==> config.mk <==
export PLATFORM = sky130hd
export DESIGN_NAME = alu_issue_stage
export DESIGN_NICKNAME = d
export VERILOG_FILES = /design/src/rtl/alu_issue_stage.sv
export SDC_FILE = /design/constraint.sdc
export NUM_CORES = 1
export LEC_CHECK = 0
export ABC_AREA = 1
export BUFFER_PORTS_ARGS = -buffer_cell sky130_fd_sc_hd__buf_2
export CELL_PAD_IN_SITES_DETAIL_PLACEMENT = 2
export CELL_PAD_IN_SITES_GLOBAL_PLACEMENT = 2
export CORE_AREA = 2 2 113 115
export CTS_BUF_LIST = sky130_fd_sc_hd__clkbuf_4
export DETAILED_ROUTE_END_ITERATION = 8
export DIE_AREA = 0 0 115 117
export GPL_TIMING_DRIVEN = 0
export PLACE_DENSITY = 0.88
export SYNTH_ARGS = -nofsm -noshare
export SYNTH_HDL_FRONTEND = slang
export SYNTH_SLANG_ARGS = --single-unit
==> constraint.sdc <==
create_clock -name clk -period 1.6 [get_ports clk]
set_clock_uncertainty 0.2 [all_clocks]
set_input_delay 0.08 -clock clk [delete_from_list [all_inputs] [get_ports clk]]
set_output_delay 0.08 -clock clk [all_outputs]
set_load 0.05 [all_outputs]
==> src/rtl/alu_issue_stage.sv <==
// rtl/alu_issue_stage.sv - MIPS ID decode into ALU op code and ID/EX register; optional LOAD_USE_STALL_EN load-use stall
module alu_issue_stage #(
  parameter logic [4:0] RA_ADDR = 5'd31
) (
  input  logic        clk,
  input  logic        rst_n,
  input  logic        id_valid,
  output logic        id_ready,
  input  logic [31:0] id_instr,
  input  logic        flush,
  input  logic        ex_ready,
  output logic        ex_valid,
  output logic [4:0]  ex_alu_code,
  output logic [4:0]  ex_rs,
  output logic [4:0]  ex_rt,
  output logic [31:0] ex_imm,
  output logic [4:0]  ex_shamt,
  output logic        ex_alusrc_b,
  output logic        ex_shift_a,
  output logic        ex_wr_en,
  output logic [4:0]  ex_wr_addr,
  output logic        ex_mem_read,
  output logic        ex_mem_write,
  output logic        ex_illegal
);

  localparam logic [4:0] ALU_ADD  = 5'b00000, ALU_AND  = 5'b00001, ALU_XOR  = 5'b00010;
  localparam logic [4:0] ALU_OR   = 5'b00011, ALU_NOR  = 5'b00100, ALU_SUB  = 5'b00101;
  localparam logic [4:0] ALU_ANDI = 5'b00110, ALU_XORI = 5'b00111, ALU_ORI  = 5'b01000;
  localparam logic [4:0] ALU_JR   = 5'b01001, ALU_BEQ  = 5'b01010, ALU_BNE  = 5'b01011;
  localparam logic [4:0] ALU_BGEZ = 5'b01100, ALU_BGTZ = 5'b01101, ALU_BLEZ = 5'b01110;
  localparam logic [4:0] ALU_BLTZ = 5'b01111, ALU_SLL  = 5'b10000, ALU_SRL  = 5'b10001;
  localparam logic [4:0] ALU_SRA  = 5'b10010, ALU_SLT  = 5'b10011, ALU_SLTU = 5'b10100;

  typedef struct packed {
    logic [4:0]  alu_code;
    logic [4:0]  rs;
    logic [4:0]  rt;
    logic [31:0] imm;
    logic [4:0]  shamt;
    logic        alusrc_b;
    logic        shift_a;
    logic        wr_en;
    logic [4:0]  wr_addr;
    logic        mem_read;
    logic        mem_write;
    logic        illegal;
  } entry_t;

  logic [5:0]  op;
  logic [5:0]  funct;
  logic [4:0]  rs_f;
  logic [4:0]  rt_f;
  logic [4:0]  rd_f;
  logic [15:0] imm16;
  logic [31:0] imm_sext;
  logic [31:0] imm_zext;

  assign op       = id_instr[31:26];
  assign rs_f     = id_instr[25:21];
  assign rt_f     = id_instr[20:16];
  assign rd_f     = id_instr[15:11];
  assign funct    = id_instr[5:0];
  assign imm16    = id_instr[15:0];
  assign imm_sext = {{16{imm16[15]}}, imm16};
  assign imm_zext = {16'h0000, imm16};

  entry_t dec;
  entry_t entry_d, entry_q;
  logic   valid_d, valid_q;
  logic   stall;
  logic   transfer;

  // Decode the ID instruction into the fields the EX stage consumes
  always_comb begin
    dec          = '0;
    dec.alu_code = ALU_ADD;
    dec.rs       = rs_f;
    dec.rt       = rt_f;
    dec.imm      = imm_sext;
    dec.shamt    = id_instr[10:6];
    dec.wr_addr  = rt_f;
    unique case (op)
      6'b000000: begin
        dec.wr_addr = rd_f;
        dec.wr_en   = 1'b1;
        case (funct)
          6'b100000, 6'b100001: dec.alu_code = ALU_ADD;
          6'b100010, 6'b100011: dec.alu_code = ALU_SUB;
          6'b100100: dec.alu_code = ALU_AND;
          6'b100101: dec.alu_code = ALU_OR;
          6'b100110: dec.alu_code = ALU_XOR;
          6'b100111: dec.alu_code = ALU_NOR;
          6'b101010: dec.alu_code = ALU_SLT;
          6'b101011: dec.alu_code = ALU_SLTU;
          6'b000000: begin dec.alu_code = ALU_SLL; dec.shift_a = 1'b1; end
          6'b000010: begin dec.alu_code = ALU_SRL; dec.shift_a = 1'b1; end
          6'b000011: begin dec.alu_code = ALU_SRA; dec.shift_a = 1'b1; end
          6'b001000: begin dec.alu_code = ALU_JR;  dec.wr_en   = 1'b0; end
          default:   begin dec.illegal  = 1'b1;    dec.wr_en   = 1'b0; end
        endcase
      end
      6'b001000, 6'b001001: begin dec.alusrc_b = 1'b1; dec.wr_en = 1'b1; end
      6'b001010: begin dec.alu_code = ALU_SLT;  dec.alusrc_b = 1'b1; dec.wr_en = 1'b1; end
      6'b001011: begin dec.alu_code = ALU_SLTU; dec.alusrc_b = 1'b1; dec.wr_en = 1'b1; end
      6'b100011: begin dec.alusrc_b = 1'b1; dec.wr_en = 1'b1; dec.mem_read = 1'b1; end
      6'b101011: begin dec.alusrc_b = 1'b1; dec.mem_write = 1'b1; end
      6'b001100: begin dec.alu_code = ALU_ANDI; dec.imm = imm_zext; dec.alusrc_b = 1'b1; dec.wr_en = 1'b1; end
      6'b001110: begin dec.alu_code = ALU_XORI; dec.imm = imm_zext; dec.alusrc_b = 1'b1; dec.wr_en = 1'b1; end
      6'b001101: begin dec.alu_code = ALU_ORI;  dec.imm = imm_zext; dec.alusrc_b = 1'b1; dec.wr_en = 1'b1; end
      6'b001111: begin
        dec.imm      = {imm16, 16'h0000};
        dec.rs       = 5'd0;
        dec.alusrc_b = 1'b1;
        dec.wr_en    = 1'b1;
      end
      6'b000100: dec.alu_code = ALU_BEQ;
      6'b000101: dec.alu_code = ALU_BNE;
      6'b000110: dec.alu_code = ALU_BLEZ;
      6'b000111: dec.alu_code = ALU_BGTZ;
      6'b000001: begin
        if (rt_f == 5'b00001)      dec.alu_code = ALU_BGEZ;
        else if (rt_f == 5'b00000) dec.alu_code = ALU_BLTZ;
        else                       dec.illegal  = 1'b1;
      end
      6'b000010: dec.alu_code = ALU_ADD;
      6'b000011: begin dec.wr_en = 1'b1; dec.wr_addr = RA_ADDR; end
      default:   dec.illegal = 1'b1;
    endcase
  end

`ifdef LOAD_USE_STALL_EN
  logic uses_rt;
  // Hold the dependent instruction in ID while a load it reads sits in EX
  always_comb begin
    uses_rt = (op == 6'b000000) || (op == 6'b000100) || (op == 6'b000101) ||
              (op == 6'b000110) || (op == 6'b000111) || (op == 6'b101011);
    stall   = valid_q && entry_q.mem_read && (entry_q.wr_addr != 5'd0) &&
              ((rs_f == entry_q.wr_addr) || (uses_rt && (rt_f == entry_q.wr_addr)));
  end
`else
  assign stall = 1'b0;
`endif

  assign id_ready = ~flush & ~stall & (~valid_q | ex_ready);
  assign transfer = id_valid & id_ready;

  // Next state of the ID/EX register: flush, then load, then drain, else hold
  always_comb begin
    valid_d = valid_q;
    entry_d = entry_q;
    if (flush) begin
      valid_d = 1'b0;
    end else if (transfer) begin
      valid_d = 1'b1;
      entry_d = dec;
    end else if (ex_ready) begin
      valid_d = 1'b0;
    end
  end

  // ID/EX pipeline register
  always_ff @(posedge clk or negedge rst_n) begin
    if (!rst_n) begin
      valid_q <= 1'b0;
      entry_q <= '0;
    end else begin
      valid_q <= valid_d;
      entry_q <= entry_d;
    end
  end

  assign ex_valid     = valid_q;
  assign ex_alu_code  = entry_q.alu_code;
  assign ex_rs        = entry_q.rs;
  assign ex_rt        = entry_q.rt;
  assign ex_imm       = entry_q.imm;
  assign ex_shamt     = entry_q.shamt;
  assign ex_alusrc_b  = entry_q.alusrc_b;
  assign ex_shift_a   = entry_q.shift_a;
  assign ex_wr_addr   = entry_q.wr_addr;
  assign ex_wr_en     = valid_q & entry_q.wr_en;
  assign ex_mem_read  = valid_q & entry_q.mem_read;
  assign ex_mem_write = valid_q & entry_q.mem_write;
  assign ex_illegal   = valid_q & entry_q.illegal;

endmodule

==> impl_metrics.toml <==
[run_status]
status = "finished, violations left"
violations = "setup timing"

[layout]
final_cell_area_mm2 = 0.00513
finalNetCount = 653
drive_above_1_share = 0.394
multi_input_area_mm2 = 0.00152
register_area_mm2 = 0.00160
layout_commonest_cell = "nand2_1"
final_cell_mix = "nand2_1, buf_2, dfrtp_1"
fill_cells = 1406
areaGrowthSynthToFinish_pct = 38.0

[yosys]
syn-num-nets = 500
synth_edf_count = 0
synth_top_flop_cell = "dfrtp_1"
ys_seq_area_frac = 0.431
synth.ff_latch_count = 64
synth_cells = 463
async_flop_share = 1.00
yosys_warnings = 0
netlist_area_mm2 = 0.00372
synth.distinct_cells = 34
avgSynthCellArea_um2 = 8.03

[routing]
firstDrtPassIters = 4
drt_iter0_drc = 127
drcViolationCount = 0
avgViaCountPerCell = 4.83
via_count = 3721
drt-wirelength-per-cell_um = 19.6
finalWirelength_um = 15100
postRouteAntennaNets = 0

[worst_hold_path]
whs_endpoint = "ex_wr_addr[2]"
hold_class = "input port to flop"
holdPathStages = 5
hp-start = "id_instr[30]"

[timing]
timing.final.crit_share = 1.05
slew_headroom = 0.416
setup_viol = 13
finalCriticalPeriod_ns = 1.69
max_freq_ghz = 0.593
maxSlewViolCount = 0
rsz0062_at_grt = "true"
hold_viol = 0
setup_slack_ns = -0.0867
worst_slew_pin_slew_ns = 0.876

[clocking]
cts_tree = "done"
insertion_delay_ns = 0.43
clk_path_buf_depth = 2
h-tree-depth = 3
clk_pin_slew_worst_paths_ns = 0.13
cts_sinks = 64
numCtsBuffers = 9
cts_root_buf = "clkbuf_4"

[die]
die_y_um = 117
die-area_mm2 = 0.0135
die_w_um = 115
rows = 41
initial_utilization = 0.302
io_pins = 102
core_mm2 = 0.0123

[critical_path]
start_kind = "input port"
worstPathRequired_ns = 1.77
worstPathArrival_ns = 1.86
rr_worst_depth = 8
crit_type = "input port to flop"
r2r_start = "ex_valid"
endpoint_kind = "flop"
r2r_end = "ex_imm[17]"
path_max_fanout = 7
rrSetupSlack_ns = -0.05

[place]
gp_congestion = 0.860
hpwlAfterDp_um = 9820
io_buffers = 100
placed_cell_area_mm2 = 0.00445

[global_route]
grt_pass1_vias = 4094
antenna_found_initial = 0
overflow = 0
grt_usage = 0.215
grt.busiest_layer = "met2"
grt_use_met2 = 0.394
gr-usage-met1 = 0.265
use_met3 = 0.0232
grt_pass1_wl_um = 22300
grt_max_degree = 65

[pwr]
ir_drop_mv = 0.310
power_mw = 5.14
pwr_density_cell_mw_per_mm2 = 1000
p_leak_nw = 2.80

[flow_run]
maxCapViolCount = 0
-- layer usage --
layer / share of wire / wire [um] / up-vias
li1: - / - / 1737
met1: 0.43 / 6510 / 1837
met2: 0.51 / 7720 / 114
met3: 0.034 / 520 / 33
met4: 0.025 / 375 / 0
met5: 0 / 0 / -
-- stage by stage --
stage	setup WS (ns)	cells	hold slack [ns]	setup TNS [ns]	util
after global placement	-0.148	713	0.0802	-2.54	0.361
final	-0.0867	771	0.0228	-0.366	0.417
after detailed placement	-0.168	713	0.0479	-3.26	0.362
after floorplan	-0.225	463	-0.416	-12.42	-
after CTS	-0.0159	767	-0.237	-0.0382	0.410
after global routing	-0.130	770	0.0383	-2.85	0.417
-- power breakdown --
group          leakage (nW)  switching [mW]  internal, mW
Clock                0.0571           0.661         0.313
Combinational          1.95            1.43         0.732
Sequential            0.797           0.165          1.85
Total                  2.80            2.25          2.89
-- area by class of cell --
| class | count | share of cell area |
|---|---|---|
| multi-input combinational | 286 | 0.297 |
| inverter | 39 | 0.0300 |
| tap | 150 | 0.0366 |
| timing repair buffer | 142 | 0.184 |
| sequential | 64 | 0.312 |
| clock buffer | 10 | 0.0146 |
| antenna | 1 | 0.000488 |
| buffer | 74 | 0.120 |
| clock inverter | 5 | 0.00488 |
-- timing repair --
action / in CTS / in global routing
endpoints found under the hold margin: 124 / 7
pin swaps: 1 / 1
resized for setup: 34 / 31
hold buffers: 37 / 3
endpoints found under the setup margin: 63 / 61
buffers inserted: 2 / 0
-- how the worst max path moves through the flow --
stage / startpoint / to / slack (ns) / depth (start not counted)
5_1_grt: id_instr[3] / ex_alu_code[4] / -0.13 / 7
6_report: id_instr[3] / ex_alu_code[4] / -0.09 / 7
3_5_place_dp: ex_valid / ex_imm[6] / -0.17 / 8
2_1_floorplan: ex_valid / entry_q[8] / -0.22 / 9
3_3_place_gp: rst_n / ex_valid / -0.15 / 1
4_1_cts: ex_valid / entry_q[8] / -0.02 / 9
-- sequential cells by signal, indices dropped and copies added, names as in the netlist --
name	count
ex_wr_addr	5
ex_valid	1
ex_alu_code	5
entry_q	4
ex_alusrc_b	1
ex_shift_a	1
ex_rs	5
ex_shamt	5
ex_rt	5
ex_imm	32
-- kinds of logic after synthesis --
| logic type | after synthesis | share of synthesized area |
|---|---|---|
| AND/OR/NAND/NOR | 223 | 0.260 |
| multiplexers | 1 | 0.00269 |
| flip-flops | 64 | 0.431 |
| buffers and inverters | 113 | 0.191 |
| AO/OA/AOI/OAI | 62 | 0.115 |
-- critical path: stages --
cell and delay, ns:
buf_2 0.12, dlygate4sd3_1 0.61, nor2_4 0.22, nand2_1 0.13, or2_2 0.36, a21oi_1 0.19, o22a_1 0.15
-- synth_stat cells, types with 2 or more instances --
cell type	instances	area (um2)
a21oi_1	5	25.0
buf_2	9	45.0
buf_4	59	443
buf_6	4	45.0
dfrtp_1	64	1600
inv_1	35	131
inv_2	3	11.3
nand2_1	145	544
nand2_2	3	18.8
nand3_1	28	140
nand3_4	2	35.0
nand4_1	2	12.5
nor2_1	28	105
nor2_2	4	25.0
nor2_4	3	33.8
o211ai_1	7	52.6
o211ai_2	10	125
o21ai_0	30	150
o21ai_1	2	10.0
o221ai_1	4	35.0
o22a_1	2	17.5
or2_1	2	12.5
Power figures use the tool's default switching activity.
